### src/rtl/mips_core_pkg.sv
// Shared types and defaults for the MIPS core pipeline stages.
// Holds the issue-stage state encoding and the control fields that stage registers.
package mips_core_pkg;

    localparam int LOAD_USE_BUBBLES_DEFAULT = 1;
    localparam int PAYLOAD_W_DEFAULT        = 96;

    typedef enum logic {
        RUN    = 1'b0,
        BUBBLE = 1'b1
    } issue_state_e;

    // Decoded fields the issue register inspects; the opaque payload travels beside it.
    typedef struct packed {
        logic       valid;
        logic       uses_rs;
        logic [4:0] rs_addr;
        logic       uses_rt;
        logic [4:0] rt_addr;
        logic       uses_rw;
        logic [4:0] rw_addr;
        logic       is_mem_access;
        logic       mem_read;
    } issue_ctl_t;

endpackage

### src/rtl/decode_issue_reg_if.sv
// Decoder-to-execute issue bus: decoder result and pipeline controls in,
// registered instruction, fetch hold and bubble statistics out.
interface decode_issue_reg_if
    import mips_core_pkg::*;
#(
    parameter int PAYLOAD_W = PAYLOAD_W_DEFAULT
);
    logic                 i_valid;
    logic                 i_uses_rs;
    logic [4:0]           i_rs_addr;
    logic                 i_uses_rt;
    logic [4:0]           i_rt_addr;
    logic                 i_uses_rw;
    logic [4:0]           i_rw_addr;
    logic                 i_is_mem_access;
    logic                 i_mem_read;
    logic [PAYLOAD_W-1:0] i_payload;
    logic                 i_ex_stall;
    logic                 i_flush;

    logic                 o_valid;
    logic                 o_uses_rs;
    logic [4:0]           o_rs_addr;
    logic                 o_uses_rt;
    logic [4:0]           o_rt_addr;
    logic                 o_uses_rw;
    logic [4:0]           o_rw_addr;
    logic                 o_is_mem_access;
    logic                 o_mem_read;
    logic [PAYLOAD_W-1:0] o_payload;
    logic                 o_hold_fetch;
    logic [31:0]          o_bubble_count;

    modport master (
        output i_valid, i_uses_rs, i_rs_addr, i_uses_rt, i_rt_addr,
               i_uses_rw, i_rw_addr, i_is_mem_access, i_mem_read, i_payload,
               i_ex_stall, i_flush,
        input  o_valid, o_uses_rs, o_rs_addr, o_uses_rt, o_rt_addr,
               o_uses_rw, o_rw_addr, o_is_mem_access, o_mem_read, o_payload,
               o_hold_fetch, o_bubble_count
    );

    modport slave (
        input  i_valid, i_uses_rs, i_rs_addr, i_uses_rt, i_rt_addr,
               i_uses_rw, i_rw_addr, i_is_mem_access, i_mem_read, i_payload,
               i_ex_stall, i_flush,
        output o_valid, o_uses_rs, o_rs_addr, o_uses_rt, o_rt_addr,
               o_uses_rw, o_rw_addr, o_is_mem_access, o_mem_read, o_payload,
               o_hold_fetch, o_bubble_count
    );

endinterface

### src/rtl/load_use_detect.sv
// Load-use comparator: flags a consumer that reads the register a pending load writes.
// Register 0 needs no special case because the decoder never marks it as used.
module load_use_detect (
    input  logic       prod_valid_i,
    input  logic       prod_is_mem_access_i,
    input  logic       prod_mem_read_i,
    input  logic       prod_uses_rw_i,
    input  logic [4:0] prod_rw_addr_i,
    input  logic       cons_valid_i,
    input  logic       cons_uses_rs_i,
    input  logic [4:0] cons_rs_addr_i,
    input  logic       cons_uses_rt_i,
    input  logic [4:0] cons_rt_addr_i,
    output logic       hazard_o
);

    logic prod_is_load;
    logic rs_match;
    logic rt_match;

    assign prod_is_load = prod_valid_i && prod_is_mem_access_i && prod_mem_read_i && prod_uses_rw_i;
    assign rs_match     = cons_uses_rs_i && (cons_rs_addr_i == prod_rw_addr_i);
    assign rt_match     = cons_uses_rt_i && (cons_rt_addr_i == prod_rw_addr_i);
    assign hazard_o     = prod_is_load && cons_valid_i && (rs_match || rt_match);

endmodule

### src/rtl/decode_issue_reg.sv
// Decode-to-execute pipeline register with load-use bubble insertion, stall hold,
// flush kill and a saturating count of inserted load-use bubbles.
module decode_issue_reg
    import mips_core_pkg::*;
#(
    parameter int LOAD_USE_BUBBLES = LOAD_USE_BUBBLES_DEFAULT,
    parameter int PAYLOAD_W        = PAYLOAD_W_DEFAULT
) (
    input logic               clk,
    input logic               rst_n,
    decode_issue_reg_if.slave bus
);

    localparam logic [1:0] BUBBLE_LOAD = 2'(LOAD_USE_BUBBLES - 1);
    localparam bit         MULTI_BUBBLE = (LOAD_USE_BUBBLES > 1);

    issue_state_e         state_q, state_d;
    logic [1:0]           cnt_q, cnt_d;
    issue_ctl_t           ctl_q, ctl_d;
    issue_ctl_t           ctl_in;
    logic [PAYLOAD_W-1:0] payload_q, payload_d;
    logic [31:0]          bubble_cnt_q, bubble_cnt_d;
    logic                 hazard;
    logic                 bubble_inserted;

    assign ctl_in = '{
        valid:         bus.i_valid,
        uses_rs:       bus.i_uses_rs,
        rs_addr:       bus.i_rs_addr,
        uses_rt:       bus.i_uses_rt,
        rt_addr:       bus.i_rt_addr,
        uses_rw:       bus.i_uses_rw,
        rw_addr:       bus.i_rw_addr,
        is_mem_access: bus.i_is_mem_access,
        mem_read:      bus.i_mem_read
    };

    // The registered instruction is the producer; the decoder output is the consumer.
    load_use_detect u_load_use_detect (
        .prod_valid_i         (ctl_q.valid),
        .prod_is_mem_access_i (ctl_q.is_mem_access),
        .prod_mem_read_i      (ctl_q.mem_read),
        .prod_uses_rw_i       (ctl_q.uses_rw),
        .prod_rw_addr_i       (ctl_q.rw_addr),
        .cons_valid_i         (bus.i_valid),
        .cons_uses_rs_i       (bus.i_uses_rs),
        .cons_rs_addr_i       (bus.i_rs_addr),
        .cons_uses_rt_i       (bus.i_uses_rt),
        .cons_rt_addr_i       (bus.i_rt_addr),
        .hazard_o             (hazard)
    );

    always_comb begin
        // NOTE: every signal gets a default first so no branch can infer a latch.
        state_d         = state_q;
        cnt_d           = cnt_q;
        ctl_d           = ctl_q;
        payload_d       = payload_q;
        bubble_inserted = 1'b0;

        if (bus.i_flush) begin
            ctl_d.valid = 1'b0;
            state_d     = RUN;
            cnt_d       = 2'd0;
        end else if (!bus.i_ex_stall) begin
            unique case (state_q)
                RUN: begin
                    if (hazard) begin
                        // Bubble keeps the load's fields; only valid drops.
                        ctl_d.valid     = 1'b0;
                        cnt_d           = BUBBLE_LOAD;
                        state_d         = MULTI_BUBBLE ? BUBBLE : RUN;
                        bubble_inserted = 1'b1;
                    end else begin
                        ctl_d     = ctl_in;
                        payload_d = bus.i_payload;
                    end
                end
                BUBBLE: begin
                    ctl_d.valid     = 1'b0;
                    cnt_d           = cnt_q - 2'd1;
                    bubble_inserted = 1'b1;
                    if (cnt_q == 2'd1) begin
                        state_d = RUN;
                    end
                end
            endcase
        end

        bubble_cnt_d = (bubble_inserted && (bubble_cnt_q != 32'hFFFF_FFFF))
                     ? bubble_cnt_q + 32'd1 : bubble_cnt_q;
    end

    // NOTE: non-blocking assignments keep every register sampling pre-edge values.
    always_ff @(posedge clk or negedge rst_n) begin
        if (!rst_n) begin
            // NOTE: the payload is cleared too so an idle stage presents all zeros.
            state_q      <= RUN;
            cnt_q        <= 2'd0;
            ctl_q        <= '0;
            payload_q    <= '0;
            bubble_cnt_q <= 32'd0;
        end else begin
            state_q      <= state_d;
            cnt_q        <= cnt_d;
            ctl_q        <= ctl_d;
            payload_q    <= payload_d;
            bubble_cnt_q <= bubble_cnt_d;
        end
    end

    assign bus.o_hold_fetch = !bus.i_flush &&
                              (bus.i_ex_stall || (state_q == BUBBLE) || ((state_q == RUN) && hazard));

    assign bus.o_valid         = ctl_q.valid;
    assign bus.o_uses_rs       = ctl_q.uses_rs;
    assign bus.o_rs_addr       = ctl_q.rs_addr;
    assign bus.o_uses_rt       = ctl_q.uses_rt;
    assign bus.o_rt_addr       = ctl_q.rt_addr;
    assign bus.o_uses_rw       = ctl_q.uses_rw;
    assign bus.o_rw_addr       = ctl_q.rw_addr;
    assign bus.o_is_mem_access = ctl_q.is_mem_access;
    assign bus.o_mem_read      = ctl_q.mem_read;
    assign bus.o_payload       = payload_q;
    assign bus.o_bubble_count  = bubble_cnt_q;

endmodule

### src/flat_wrapper.sv
// flat-port wrapper written by rule: the top's interface ports become plain ports
module decode_issue_reg_flat import mips_core_pkg::*;
#(
    parameter int LOAD_USE_BUBBLES = LOAD_USE_BUBBLES_DEFAULT,
    parameter int PAYLOAD_W        = PAYLOAD_W_DEFAULT
)
  (clk, rst_n, bus_i_valid, bus_i_uses_rs, bus_i_rs_addr, bus_i_uses_rt, bus_i_rt_addr, bus_i_uses_rw, bus_i_rw_addr, bus_i_is_mem_access, bus_i_mem_read, bus_i_payload, bus_i_ex_stall, bus_i_flush, bus_o_valid, bus_o_uses_rs, bus_o_rs_addr, bus_o_uses_rt, bus_o_rt_addr, bus_o_uses_rw, bus_o_rw_addr, bus_o_is_mem_access, bus_o_mem_read, bus_o_payload, bus_o_hold_fetch, bus_o_bubble_count);
  decode_issue_reg_if #(.PAYLOAD_W(PAYLOAD_W)) bus_i ();
  input logic clk;
  input logic rst_n;
  input wire logic [$bits(bus_i.i_valid)-1:0] bus_i_valid;
  input wire logic [$bits(bus_i.i_uses_rs)-1:0] bus_i_uses_rs;
  input wire logic [$bits(bus_i.i_rs_addr)-1:0] bus_i_rs_addr;
  input wire logic [$bits(bus_i.i_uses_rt)-1:0] bus_i_uses_rt;
  input wire logic [$bits(bus_i.i_rt_addr)-1:0] bus_i_rt_addr;
  input wire logic [$bits(bus_i.i_uses_rw)-1:0] bus_i_uses_rw;
  input wire logic [$bits(bus_i.i_rw_addr)-1:0] bus_i_rw_addr;
  input wire logic [$bits(bus_i.i_is_mem_access)-1:0] bus_i_is_mem_access;
  input wire logic [$bits(bus_i.i_mem_read)-1:0] bus_i_mem_read;
  input wire logic [$bits(bus_i.i_payload)-1:0] bus_i_payload;
  input wire logic [$bits(bus_i.i_ex_stall)-1:0] bus_i_ex_stall;
  input wire logic [$bits(bus_i.i_flush)-1:0] bus_i_flush;
  output wire logic [$bits(bus_i.o_valid)-1:0] bus_o_valid;
  output wire logic [$bits(bus_i.o_uses_rs)-1:0] bus_o_uses_rs;
  output wire logic [$bits(bus_i.o_rs_addr)-1:0] bus_o_rs_addr;
  output wire logic [$bits(bus_i.o_uses_rt)-1:0] bus_o_uses_rt;
  output wire logic [$bits(bus_i.o_rt_addr)-1:0] bus_o_rt_addr;
  output wire logic [$bits(bus_i.o_uses_rw)-1:0] bus_o_uses_rw;
  output wire logic [$bits(bus_i.o_rw_addr)-1:0] bus_o_rw_addr;
  output wire logic [$bits(bus_i.o_is_mem_access)-1:0] bus_o_is_mem_access;
  output wire logic [$bits(bus_i.o_mem_read)-1:0] bus_o_mem_read;
  output wire logic [$bits(bus_i.o_payload)-1:0] bus_o_payload;
  output wire logic [$bits(bus_i.o_hold_fetch)-1:0] bus_o_hold_fetch;
  output wire logic [$bits(bus_i.o_bubble_count)-1:0] bus_o_bubble_count;
  assign bus_i.i_valid = bus_i_valid;
  assign bus_i.i_uses_rs = bus_i_uses_rs;
  assign bus_i.i_rs_addr = bus_i_rs_addr;
  assign bus_i.i_uses_rt = bus_i_uses_rt;
  assign bus_i.i_rt_addr = bus_i_rt_addr;
  assign bus_i.i_uses_rw = bus_i_uses_rw;
  assign bus_i.i_rw_addr = bus_i_rw_addr;
  assign bus_i.i_is_mem_access = bus_i_is_mem_access;
  assign bus_i.i_mem_read = bus_i_mem_read;
  assign bus_i.i_payload = bus_i_payload;
  assign bus_i.i_ex_stall = bus_i_ex_stall;
  assign bus_i.i_flush = bus_i_flush;
  assign bus_o_valid = bus_i.o_valid;
  assign bus_o_uses_rs = bus_i.o_uses_rs;
  assign bus_o_rs_addr = bus_i.o_rs_addr;
  assign bus_o_uses_rt = bus_i.o_uses_rt;
  assign bus_o_rt_addr = bus_i.o_rt_addr;
  assign bus_o_uses_rw = bus_i.o_uses_rw;
  assign bus_o_rw_addr = bus_i.o_rw_addr;
  assign bus_o_is_mem_access = bus_i.o_is_mem_access;
  assign bus_o_mem_read = bus_i.o_mem_read;
  assign bus_o_payload = bus_i.o_payload;
  assign bus_o_hold_fetch = bus_i.o_hold_fetch;
  assign bus_o_bubble_count = bus_i.o_bubble_count;
  decode_issue_reg #(.LOAD_USE_BUBBLES(LOAD_USE_BUBBLES), .PAYLOAD_W(PAYLOAD_W)) u_core (.clk(clk), .rst_n(rst_n), .bus(bus_i));
endmodule
### config.mk
export PLATFORM = sky130hd
export DESIGN_NAME = decode_issue_reg_flat
export DESIGN_NICKNAME = d
export VERILOG_FILES = /design/src/rtl/mips_core_pkg.sv /design/src/rtl/decode_issue_reg_if.sv /design/src/rtl/load_use_detect.sv /design/src/rtl/decode_issue_reg.sv /design/src/flat_wrapper.sv
export SDC_FILE = /design/constraint.sdc
export NUM_CORES = 1
export LEC_CHECK = 0
export BUFFER_PORTS_ARGS = -buffer_cell sky130_fd_sc_hd__buf_2
export CAP_MARGIN = 15
export CORE_MARGIN = 1
export CORE_UTILIZATION = 30
export DETAILED_ROUTE_END_ITERATION = 10
export PLACE_DENSITY = 0.64
export SLEW_MARGIN = 20
export SYNTH_ARGS = -nofsm -noshare
export SYNTH_HDL_FRONTEND = slang
export SYNTH_SLANG_ARGS = --single-unit
### constraint.sdc
create_clock -name clk -period 4.02 [get_ports clk]
set_input_delay 0.201 -clock clk [delete_from_list [all_inputs] [get_ports clk]]
set_output_delay 0.201 -clock clk [all_outputs]
set_load 0.01 [all_outputs]
* Word level (Yosys, flattened, before mapping)
Index checks and enable logic that the tools add are counted.
Word-level totals: word-level logic and storage cells 59, register bits after elaboration 152
Cells by class: bitwise logic cells 4, eq/ne operators 6, $add $sub $neg 2, muxes and demuxes 18, reduce and logical (&&, ||, !) cells 16
Operators by type and width (number):
- $mux 20 | 2
- $add 32x1->32 const B | 1
- $ne 32x32->1 const B | 1
- $mux 21 | 1
- $eq 5x5->1 | 2
- $logic_and 1x1->1 | 10
- $mux 1 | 8
- $mux 2 | 3
- $pmux 1 s2 | 3
- $not 1->1 | 4
- $pmux 2 s2 | 1
- $reduce_and 4->1 | 1
- $logic_or 1x1->1 | 3
- $ne 3x2->1 const B | 1
- $eq 2x1->1 const B | 1
- $ne 2x1->1 const B | 1
- $reduce_and 2->1 | 1
- $sub 2x1->2 const B | 1
- $logic_not 1->1 | 1

* Longest topological paths before layout
depth in word-level cells 10, gate-level depth with buffers 9, mapped depth without buffers 7

* Hierarchy
From an unflattened synthesis, not the netlist that was laid out.
Second synthesis, totals: cell total of the unflattened synthesis 432, area total of the unflattened synthesis 6177.2 um2
By module, submodules not included:
- decode_issue_reg | area an instance 6040.8 um2, cells each 414, times used 1, sequential area each 3803.6 um2
- load_use_detect | area an instance 136.4 um2, cells each 18, times used 1, sequential area each 0.0 um2

* Least setup slack after synthesis
No wires, ideal clock.
path kind register -> register, start reg u_core.bubble_cnt_q[0], in the netlist u_core.bus.o_bubble_count[0], end reg u_core.bubble_cnt_q[1], in the netlist u_core.bus.o_bubble_count[1], setup time 0.128 ns, buffers on the path 0, setup slack 1.852 ns, arrival 2.040 ns, cell stages (with the launch flop) 8, cell sequence dfrtp_1 > ha_1 > and4_1 > nand4_4 > nor3b_2 > nor2_1 > nand2_1 > mux2_1
Between the ends: cells in the longest elaborated chain, start to end 2, elaborated cells on any way between the ends 3
RTL lines:
- from (decl) | RTL line decode_issue_reg.sv:22 | logic [31:0] bubble_cnt_q, bubble_cnt_d;
- from (signal assigned) | RTL line decode_issue_reg.sv:108 | bubble_cnt_q <= bubble_cnt_d;
- parallel branches: the longest is 2 deep, another holds $add 32x1->32
Several ways; the timed one is not identified. A chain may end at the register's enable or synchronous reset.

* Final worst setup path
start reg u_core.ctl_q (netlist bit u_core.bus.o_rw_addr[2]), end reg u_core.payload_q[72], in the netlist u_core.bus.o_payload[72]
Between the ends: cells in the longest elaborated chain, start to end 6, elaborated cells on any way between the ends 8
RTL lines:
- from (decl) | RTL line decode_issue_reg.sv:19 | issue_ctl_t ctl_q, ctl_d;
- from (signal assigned) | RTL line decode_issue_reg.sv:106 | ctl_q <= ctl_d;
- $eq 5x5->1 (on tied branches) | RTL line load_use_detect.sv:22, load_use_detect.sv:23
- $logic_and 1x1->1 (on tied branches) | RTL line load_use_detect.sv:22, load_use_detect.sv:23
- $logic_or 1x1->1 (*) | RTL line load_use_detect.sv:24 | assign hazard_o = prod_is_load && cons_valid_i && (rs_match || rt_match);
- $logic_and 1x1->1 (*) | RTL line load_use_detect.sv:24
- $not 1->1 (no line) (*)
- $reduce_and 4->1 (no line) (*)
- to (signal assigned) | RTL line decode_issue_reg.sv:107 | payload_q <= payload_d;
- to (decl) | RTL line decode_issue_reg.sv:21 | logic [PAYLOAD_W-1:0] payload_q, payload_d;
Every way passes the cells marked *; elsewhere a longest branch is shown, timed or not.

==> impl_metrics.ini <==
[logic_synthesis]
yosysWarningCount = 0
synthCells = 453
avgSynthCellArea_um2 = 14.0
synth_edf_count = 0
synth_ff_type = dfrtp_1
synthesis.area_um2 = 6320
yosysUniqueCellTypes = 35
synth-seq-area-share_pct = 60.2
async_reset_ff_share_pct = 100
synthesis.nets = 576
ys_ff_latch = 152

[global_routing]
grt_pass1_wl_mm = 25.9
grt_remaining_overflow = 0
grt_max_degree = 110
grt_pass1_vias = 5013
track_usage_pct = 15.1
grt_antenna_before_repair = 0

[power_and_ir_drop]
seqPwrFrac_pct = 45.4
leakagePower_nw = 4.47
clockPowerShare_pct = 37.4
ir_drop_v = 0.000275
switching_share_pct = 27.6
pwr-share-comb_pct = 17.1
p_int_w = 0.00288
switchingPower_w = 0.00110
p_per_area_nw_per_um2 = 428

[route]
vias = 4934
drt_iter0_markers = 181
drc = 0
first_pass_iters = 4
postRouteAntennaNets = 0
totalWireLength_mm = 16.1
wl_per_cell_um = 14.8
viasPerCell = 4.52

[sta]
setup_viol = 0
setup_slack_ns = 1.38
slew_violations = 0
tightest_slew_ns = 0.866
finClkSkew_ns = 0.00998
slew_headroom_pct = 42.2
tns_ns = 0
fmax_mhz = 379
hold_viol_final = 0
fin_crit_sh_pct = 65.6
fin_crit_ns = 2.64
grt_setup_unrepaired = false

[cts]
cts_buffers = 17
cts_tree = built
path_clk_slew_ns = 0.07
cts.sinks = 152
clock-root-buffer = clkbuf_16
clock_latency_ns = 0.42
cts_setup_buffers = 0
htree_levels = 4
clockBufferDepth = 2

[status]
outcome = finished clean

[setup_path]
path_max_fanout = 42
cp.arrival_ns = 2.94
critPathKind = reg -> reg
reg2regPathDepth = 8
crit_start = u_core.bus.o_rw_addr[2]$_DFFE_PN0P_
cp-end-kind = flop
cp_data_required_time_ns = 4.32
r2r-end = u_core.bus.o_payload[72]$_DFFE_PN0P_
timing.rr.start = u_core.bus.o_rw_addr[2]$_DFFE_PN0P_
setup.worst_path.start_class = flop
regToRegSetupSlack_ns = 1.38

[min_path]
min_from = bus_i_payload[95]
hold_path_class = in -> reg
hold_path_end = u_core.bus.o_payload[95]$_DFFE_PN0P_
hold_depth = 2

[floorplan]
rows = 52
coreArea_um2 = 20400
io_pins = 271
start_util_pct = 30.9
die-area_um2 = 21700
fp.dieW_um = 147
die_height_um = 147

[finish]
drive_gt1_share_pct = 47.4
final_cell_mix = 269 x buf_2, 152 x dfrtp_1, 78 x dlygate4sd3_1
layout_commonest_cell = buf_2
antenna_cells = 0
layout.nets = 931
areaGrowthSynthToFinish_pct = 47.2
fin_util_pct = 45.5

[placement]
routabilityCongestion = 0.769
numPortBuffers = 270
dp_worst_setup_slack_ns = 1.35
hpwl_mm = 11.0

[job]
maxCapViolCount = 0
==> layer usage <==
| layer | part of all wire, % | routed length [um] | vias to the layer above | track usage, % |
|---|---|---|---|---|
| li1 | - | - | 2329 | - |
| met4 | 1.2 | 186 | 0 | 4.79 |
| met3 | 8.1 | 1310 | 16 | 4.72 |
| met1 | 42 | 6760 | 2372 | 18.6 |
| met2 | 49 | 7840 | 217 | 25.1 |
| met5 | 0 | 0 | - | 0 |
==> final cells by class <==
cell class | instances | area, um^2
clock inverter | 14 | 114
tap | 270 | 338
fill | 1846 | 11100
timing repair buffer | 354 | 2210
clock buffer | 18 | 429
multi-input combinational | 279 | 2390
sequential | 152 | 3800
inverter | 4 | 15.0
==> synthesized netlist by cell type, drive strengths merged, types with 6 or more instances <==
library cell	instances	area, um^2
nand2	18	70.1
nand3	26	130
nand4	13	96.3
xnor2	24	210
nor4	9	62.6
and3	6	37.5
buf	15	103
dfrtp	152	3800
xor2	15	131
nor3	13	65.1
mux2	119	1340
==> logic make-up after synthesis <==
| logic type | share of synthesized area (%) |
|---|---|
| DFF | 60.2 |
| adders and majority gates | 0.396 |
| xor gates and xnor gates | 5.40 |
| buffers and inverters | 2.04 |
| muxes | 21.2 |
| AOI/OAI and AO/OA | 0.970 |
| and+or+nand+nor | 9.84 |
==> sequential cells by signal (all words and copies together), names as in the netlist <==
signal and flops:
u_core.bus.o_bubble_count 32, u_core.bus.o_payload 96, u_core.bus.o_uses_rw 1, u_core.bus.o_rs_addr 5
u_core.bus.o_rt_addr 5, u_core.cnt_q 2, u_core.bus.o_rw_addr 5, u_core.bus.o_mem_read 1
u_core.bus.o_is_mem_access 1, u_core.bus.o_uses_rs 1, u_core.state_q 1, u_core.bus.o_uses_rt 1
u_core.bus.o_valid 1
==> worst max-delay path: stages, from the launching register on <==
cell and delay, ns:
dfrtp_1 0.45, xnor2_1 0.19, nand4_1 0.09, or3_1 0.33, and2_1 0.14, buf_4 0.21, nand2_4 0.40, buf_12 0.30
mux2_2 0.37
==> timing repair <==
item / in CTS / in global routing
resized for setup: 0 / 0
hold buffers: 78 / 0
hold endpoints to repair: 184 / 0
==> power by group through the flow <==
stage / registers [W] / clock network [W] / logic (W)
floorplan: 0.00192 / 0 / 0.000209
global placement: 0.00183 / 0 / 0.000622
detailed placement: 0.00183 / 0 / 0.000629
CTS: 0.00181 / 0.00155 / 0.000690
global route: 0.00183 / 0.00160 / 0.000742
finish: 0.00181 / 0.00149 / 0.000681
==> how the worst max path moves through the flow <==
| stage | cells past startpoint | end | slack (ns) |
|---|---|---|---|
| global placement | 8 | u_core.bus.o_payload[88]$_DFFE_PN0P_ | 1.34 |
| detailed placement | 8 | u_core.bus.o_payload[86]$_DFFE_PN0P_ | 1.35 |
| finish | 8 | u_core.bus.o_payload[72]$_DFFE_PN0P_ | 1.38 |
| CTS | 8 | u_core.bus.o_payload[86]$_DFFE_PN0P_ | 1.34 |
| global route | 8 | u_core.bus.o_payload[86]$_DFFE_PN0P_ | 1.17 |
| floorplan | 7 | u_core.bus.o_bubble_count[1]$_DFFE_PN0P_ | 1.85 |
==> per-stage QoR <==
stage	cells	hold slack (ns)	power [W]	area, um^2
after floorplan	453	-0.0946	0.00213	6320
after global placement	981	0.412	0.00245	7980
after detailed placement	981	0.413	0.00246	7980
after CTS	1091	0.000165	0.00404	9300
after global routing	1091	0.00125	0.00417	9310
final	1091	0.0218	0.00398	9310
No activity file was read; power rests on OpenSTA's default activity.
